## src/rtl/arb_pkg.sv

```systemverilog
// Shared definitions for the grant-lock arbiter slice.
//   NPORT        - number of requesters served by the arbiter
//   NO_GNT_ID    - grant index reported when nothing is granted
//   arb_state_t  - controller states: IDLE, HOLD, GAP
//   onehot_to_id - maps a one-hot grant vector to its port index
package arb_pkg;

  localparam int         NPORT     = 3;
  localparam logic [1:0] NO_GNT_ID = 2'd3;

  typedef enum logic [1:0] {
    ST_IDLE = 2'd0,
    ST_HOLD = 2'd1,
    ST_GAP  = 2'd2
  } arb_state_t;

  // Any vector that is not exactly one-hot reports "no grant".
  function automatic logic [1:0] onehot_to_id(input logic [NPORT-1:0] oh);
    logic [1:0] id;
    case (oh)
      3'b001:  id = 2'd0;
      3'b010:  id = 2'd1;
      3'b100:  id = 2'd2;
      default: id = NO_GNT_ID;
    endcase
    return id;
  endfunction

endpackage

```

## src/rtl/prio_sel3.sv

```systemverilog
// Fixed-priority selector for three requesters.
//   req    - request vector, bit 0 has the highest priority
//   onehot - one-hot winner, all-zero when no request is present
module prio_sel3 (
  input  logic [2:0] req,
  output logic [2:0] onehot
);

  always_comb begin
    onehot = 3'b000;
    if (req[0])      onehot = 3'b001;
    else if (req[1]) onehot = 3'b010;
    else if (req[2]) onehot = 3'b100;
  end

endmodule

```

## src/rtl/grant_lock_ctrl.sv

```systemverilog
// Grant-lock controller for a shared resource with three requesters.
// A winner is chosen by fixed priority, then the grant is locked until the
// resource signals done, the owner withdraws its request, or HOLD_MAX cycles
// elapse. Every release is followed by a single dead cycle before the next
// arbitration.
//   clk       - clock, rising-edge active
//   rst_n     - asynchronous active-low reset
//   req_i     - level requests, bit 0 highest priority
//   done_i    - one-cycle pulse: current transaction complete
//   gnt_o     - registered one-hot grant
//   gnt_id_o  - index of the granted port, 3 when idle
//   busy_o    - high while a grant is held
//   timeout_o - one-cycle pulse on forced release at HOLD_MAX
module grant_lock_ctrl
  import arb_pkg::*;
#(
  parameter int HOLD_MAX = 15
) (
  input  logic             clk,
  input  logic             rst_n,
  input  logic [NPORT-1:0] req_i,
  input  logic             done_i,
  output logic [NPORT-1:0] gnt_o,
  output logic [1:0]       gnt_id_o,
  output logic             busy_o,
  output logic             timeout_o
);

  // The counter starts at 0 on the first held cycle, so the last permitted
  // cycle is the one where it reads HOLD_MAX-1.
  localparam logic [7:0] HOLD_LAST = 8'(HOLD_MAX - 1);

  arb_state_t       state, state_nxt;
  logic [7:0]       hold_cnt, hold_cnt_nxt;
  logic [NPORT-1:0] gnt_nxt;
  logic             timeout_nxt;
  logic [NPORT-1:0] winner;
  logic             withdraw;
  logic             expire;

  prio_sel3 u_prio_sel3 (
    .req    (req_i),
    .onehot (winner)
  );

  assign withdraw = ~|(req_i & gnt_o);
  assign expire   = (hold_cnt == HOLD_LAST);

  always_comb begin
    state_nxt    = state;
    gnt_nxt      = gnt_o;
    hold_cnt_nxt = hold_cnt;
    timeout_nxt  = 1'b0;
    case (state)
      ST_IDLE: begin
        gnt_nxt      = 3'b000;
        hold_cnt_nxt = 8'd0;
        if (|req_i) begin
          gnt_nxt   = winner;
          state_nxt = ST_HOLD;
        end
      end
      ST_HOLD: begin
        // done has precedence over both withdrawal and expiry; withdrawal
        // also suppresses the timeout pulse.
        if (done_i || withdraw) begin
          gnt_nxt      = 3'b000;
          hold_cnt_nxt = 8'd0;
          state_nxt    = ST_GAP;
        end else if (expire) begin
          gnt_nxt      = 3'b000;
          hold_cnt_nxt = 8'd0;
          timeout_nxt  = 1'b1;
          state_nxt    = ST_GAP;
        end else begin
          hold_cnt_nxt = hold_cnt + 8'd1;
        end
      end
      ST_GAP: begin
        gnt_nxt      = 3'b000;
        hold_cnt_nxt = 8'd0;
        state_nxt    = ST_IDLE;
      end
      default: begin
        gnt_nxt      = 3'b000;
        hold_cnt_nxt = 8'd0;
        state_nxt    = ST_IDLE;
      end
    endcase
  end

  always_ff @(posedge clk or negedge rst_n) begin
    if (!rst_n) begin
      state     <= ST_IDLE;
      gnt_o     <= 3'b000;
      hold_cnt  <= 8'd0;
      timeout_o <= 1'b0;
    end else begin
      state     <= state_nxt;
      gnt_o     <= gnt_nxt;
      hold_cnt  <= hold_cnt_nxt;
      timeout_o <= timeout_nxt;
    end
  end

  assign busy_o   = (state == ST_HOLD);
  assign gnt_id_o = onehot_to_id(gnt_o);

endmodule

```

## config.mk

```make
export PLATFORM = sky130hd
export DESIGN_NAME = grant_lock_ctrl
export DESIGN_NICKNAME = d
export VERILOG_FILES = /design/src/rtl/arb_pkg.sv /design/src/rtl/prio_sel3.sv /design/src/rtl/grant_lock_ctrl.sv
export SDC_FILE = /design/constraint.sdc
export NUM_CORES = 1
export LEC_CHECK = 0
export CORE_MARGIN = 2
export CORE_UTILIZATION = 53
export CTS_BUF_LIST = sky130_fd_sc_hd__clkbuf_8
export DETAILED_ROUTE_END_ITERATION = 10
export GPL_ROUTABILITY_DRIVEN = 0
export PLACE_DENSITY = 0.84
export SLEW_MARGIN = 40
export SYNTH_ARGS = -nofsm -noshare
export SYNTH_HDL_FRONTEND = slang
export SYNTH_SLANG_ARGS = --single-unit
```

## constraint.sdc

```tcl
create_clock -name clk -period 2.2 [get_ports clk]
set_input_delay 0.44 -clock clk [delete_from_list [all_inputs] [get_ports clk]]
set_output_delay 0.44 -clock clk [all_outputs]
set_load 0.05 [all_outputs]
```

==> metrics <==
antenna-violating nets left 0; Startpoint Class flop; Hold Crit Class reg -> reg; Num CTS Buffers 3; worst skew pair latency 0.24 ns; R2R Setup Slk 0.44 ns; global routing met1 resource utilization 0.250; Root Driver clkbuf_8; # diodes 0; fraction of layout cells with a size suffix above 1 0.207; Peak supply drop 0.000719 V; RSZ-0062 raised after global routing no; synth unique cells 27; register area share after synthesis 0.471; GRT met3 Usage 0.0652; Finished Cell Area 915 sq um; slowest stage cell, crit path clkdlybuf4s50_1; num rows 13; Setup CP Type reg -> out; first-pass GRT wire length 2.32 mm; Total GRT Usage 0.184; Die W 41.4 um; Final Skew 0.00100 ns; FILL cells 87; drt total wl 1.34 mm; Top Ports 13; vias per cell 5.48; max_slew headroom 0.605; CP Depth 1; CORE AREA 0.00130 sq mm; reg2reg path depth 6; DP HPWL 994 um; largest net degree at the start of global routing 15; critical path's largest stage delay 0.85 ns; met2 Usage GRT 0.266; clk buf depth 2; crit end category output port; critical-path cell list clkdlybuf4s50_1; Leak 0.369 nW; Fmax 0.509 GHz; Post-DP Area 860 sq um; Final Max Tran Viols 0; cts hold-fix bufs 0; DRT iter0 DRCs 11; commonest non-fill, non-tap cells in the layout dfrtp_1, clkdlybuf4s50_1, nor3_1; Setup TNS 0 ns; MaxCap Viol Count 0; top_reg_cell synth dfrtp_1; Post-synth EDFFs 0; Crit Reg-Reg Endpoint state[0]$_DFFE_PN0P_; mapped cell area 743 sq um; crit path max fanout 5; clk sink count 14; outcome complete, no violations; Crit path max-delay family buffers and inverters; area growth from synthesis to layout 23.1%; global route overflow 0; Arr. time, crit path 1.53 ns; Syn Area/Cell 11.1 sq um; CP required 1.76 ns; Min-Delay Path Depth 1; post-synthesis instance total 67; most common cell after layout, fill and taps aside dfrtp_1; port bufs 12; htree depth 1; number of synthesized register bits 14; mean routed wirelength per cell 13.8 um; period utilisation layout 0.893; final setup violation count 0; Final nets 91; ys async rst share 1.00; number of global-route vias before repair 512; Detailed Routing Iterations Pass 1 3; die area 0.00172 sq mm; Synthesis Warnings 0; starting density of the core 0.571; number of setup buffers added after CTS 0; Clock transition at path regs 0.05 ns; Worst R2R Start hold_cnt[0]$_DFF_PN0_; measured slew at the worst slew-check pin 0.591 ns; PwrDens 977 mW/mm^2; # DRC 0; GR peak layer met2; via count 532; Die H 41.4 um; CTS tree yes; Tmin final 1.97 ns; hold path endpoint hold_cnt[0]$_DFF_PN0_; Fin. Hold Viols 0; post-cts sizing count 0; WP buf/inv 1; antenna violations before repair 0; syn_nets 75; HP Start hold_cnt[0]$_DFF_PN0_
-- flip-flops by register name, summed over array words and instances, names as in the netlist --
name / flops
state: 2
gnt_o: 3
hold_cnt: 8
timeout_o: 1
-- layer usage --
layer	vias to the layer above	part of all wire
met5	-	0
met2	6	0.46
met4	0	0.019
met3	4	0.038
met1	249	0.48
li1	273	-
-- metrics by stage --
step	total power, W	cells	hold slack (ns)	utilization	worst slack, ns
6_report	0.000894	97	0.527	0.703	0.235
5_1_grt	0.000943	97	0.557	0.703	0.189
4_1_cts	0.000904	97	0.524	0.703	0.227
3_5_place_dp	0.000659	93	0.516	0.661	0.273
3_3_place_gp	0.000655	93	0.511	0.661	0.361
2_1_floorplan	0.000558	67	0.144	-	0.500
-- cell type report --
type | count | area (sq um) | share of cell area
timing repair buffer | 13 | 120 | 0.131
clock buffer | 4 | 55.1 | 0.0602
tap | 15 | 18.8 | 0.0205
inverter | 4 | 15.0 | 0.0164
sequential | 14 | 350 | 0.383
multi-input combinational | 47 | 355 | 0.389
-- synth_stat cells, types with 2 or more instances --
| cell type | instances | area share |
|---|---|---|
| a211oi_2 | 2 | 0.034 |
| buf_6 | 2 | 0.030 |
| dfrtp_1 | 14 | 0.47 |
| ha_1 | 2 | 0.034 |
| inv_1 | 4 | 0.020 |
| nand2_1 | 5 | 0.025 |
| nand2b_1 | 2 | 0.017 |
| nand3_1 | 3 | 0.020 |
| nor3_1 | 6 | 0.040 |
| o21ai_0 | 4 | 0.027 |
| o31ai_1 | 4 | 0.040 |
| xor2_1 | 4 | 0.047 |
-- kinds of logic after synthesis --
kind of cell             share of synthesized area
flip-flops                                   0.471
XOR/XNOR                                    0.0589
AND/OR/NAND/NOR                              0.239
adder cells (fa/ha/maj)                     0.0337
AO/OA/AOI/OAI                                0.146
buffers and inverters                       0.0505
-- how the worst max path moves through the flow --
stage / from / endpoint
floorplan: gnt_o[0]$_DFFE_PN0P_ / state[1]$_DFFE_PN0P_
global placement: req_i[0] / gnt_o[2]$_DFFE_PN0P_
detailed placement: req_i[0] / gnt_o[1]$_DFFE_PN0P_
CTS: gnt_o[0]$_DFFE_PN0P_ / gnt_o[0]
global route: gnt_o[0]$_DFFE_PN0P_ / gnt_o[0]
finish: gnt_o[2]$_DFFE_PN0P_ / gnt_o[2]
-- power breakdown --
part | total [W] | switching, W | internal (W)
Sequential | 0.000322 | 0.0000332 | 0.000289
Combinational | 0.000332 | 0.000222 | 0.000110
Clock | 0.000240 | 0.0000816 | 0.000158
Total | 0.000894 | 0.000337 | 0.000557
Power figures use the tool's default switching activity.
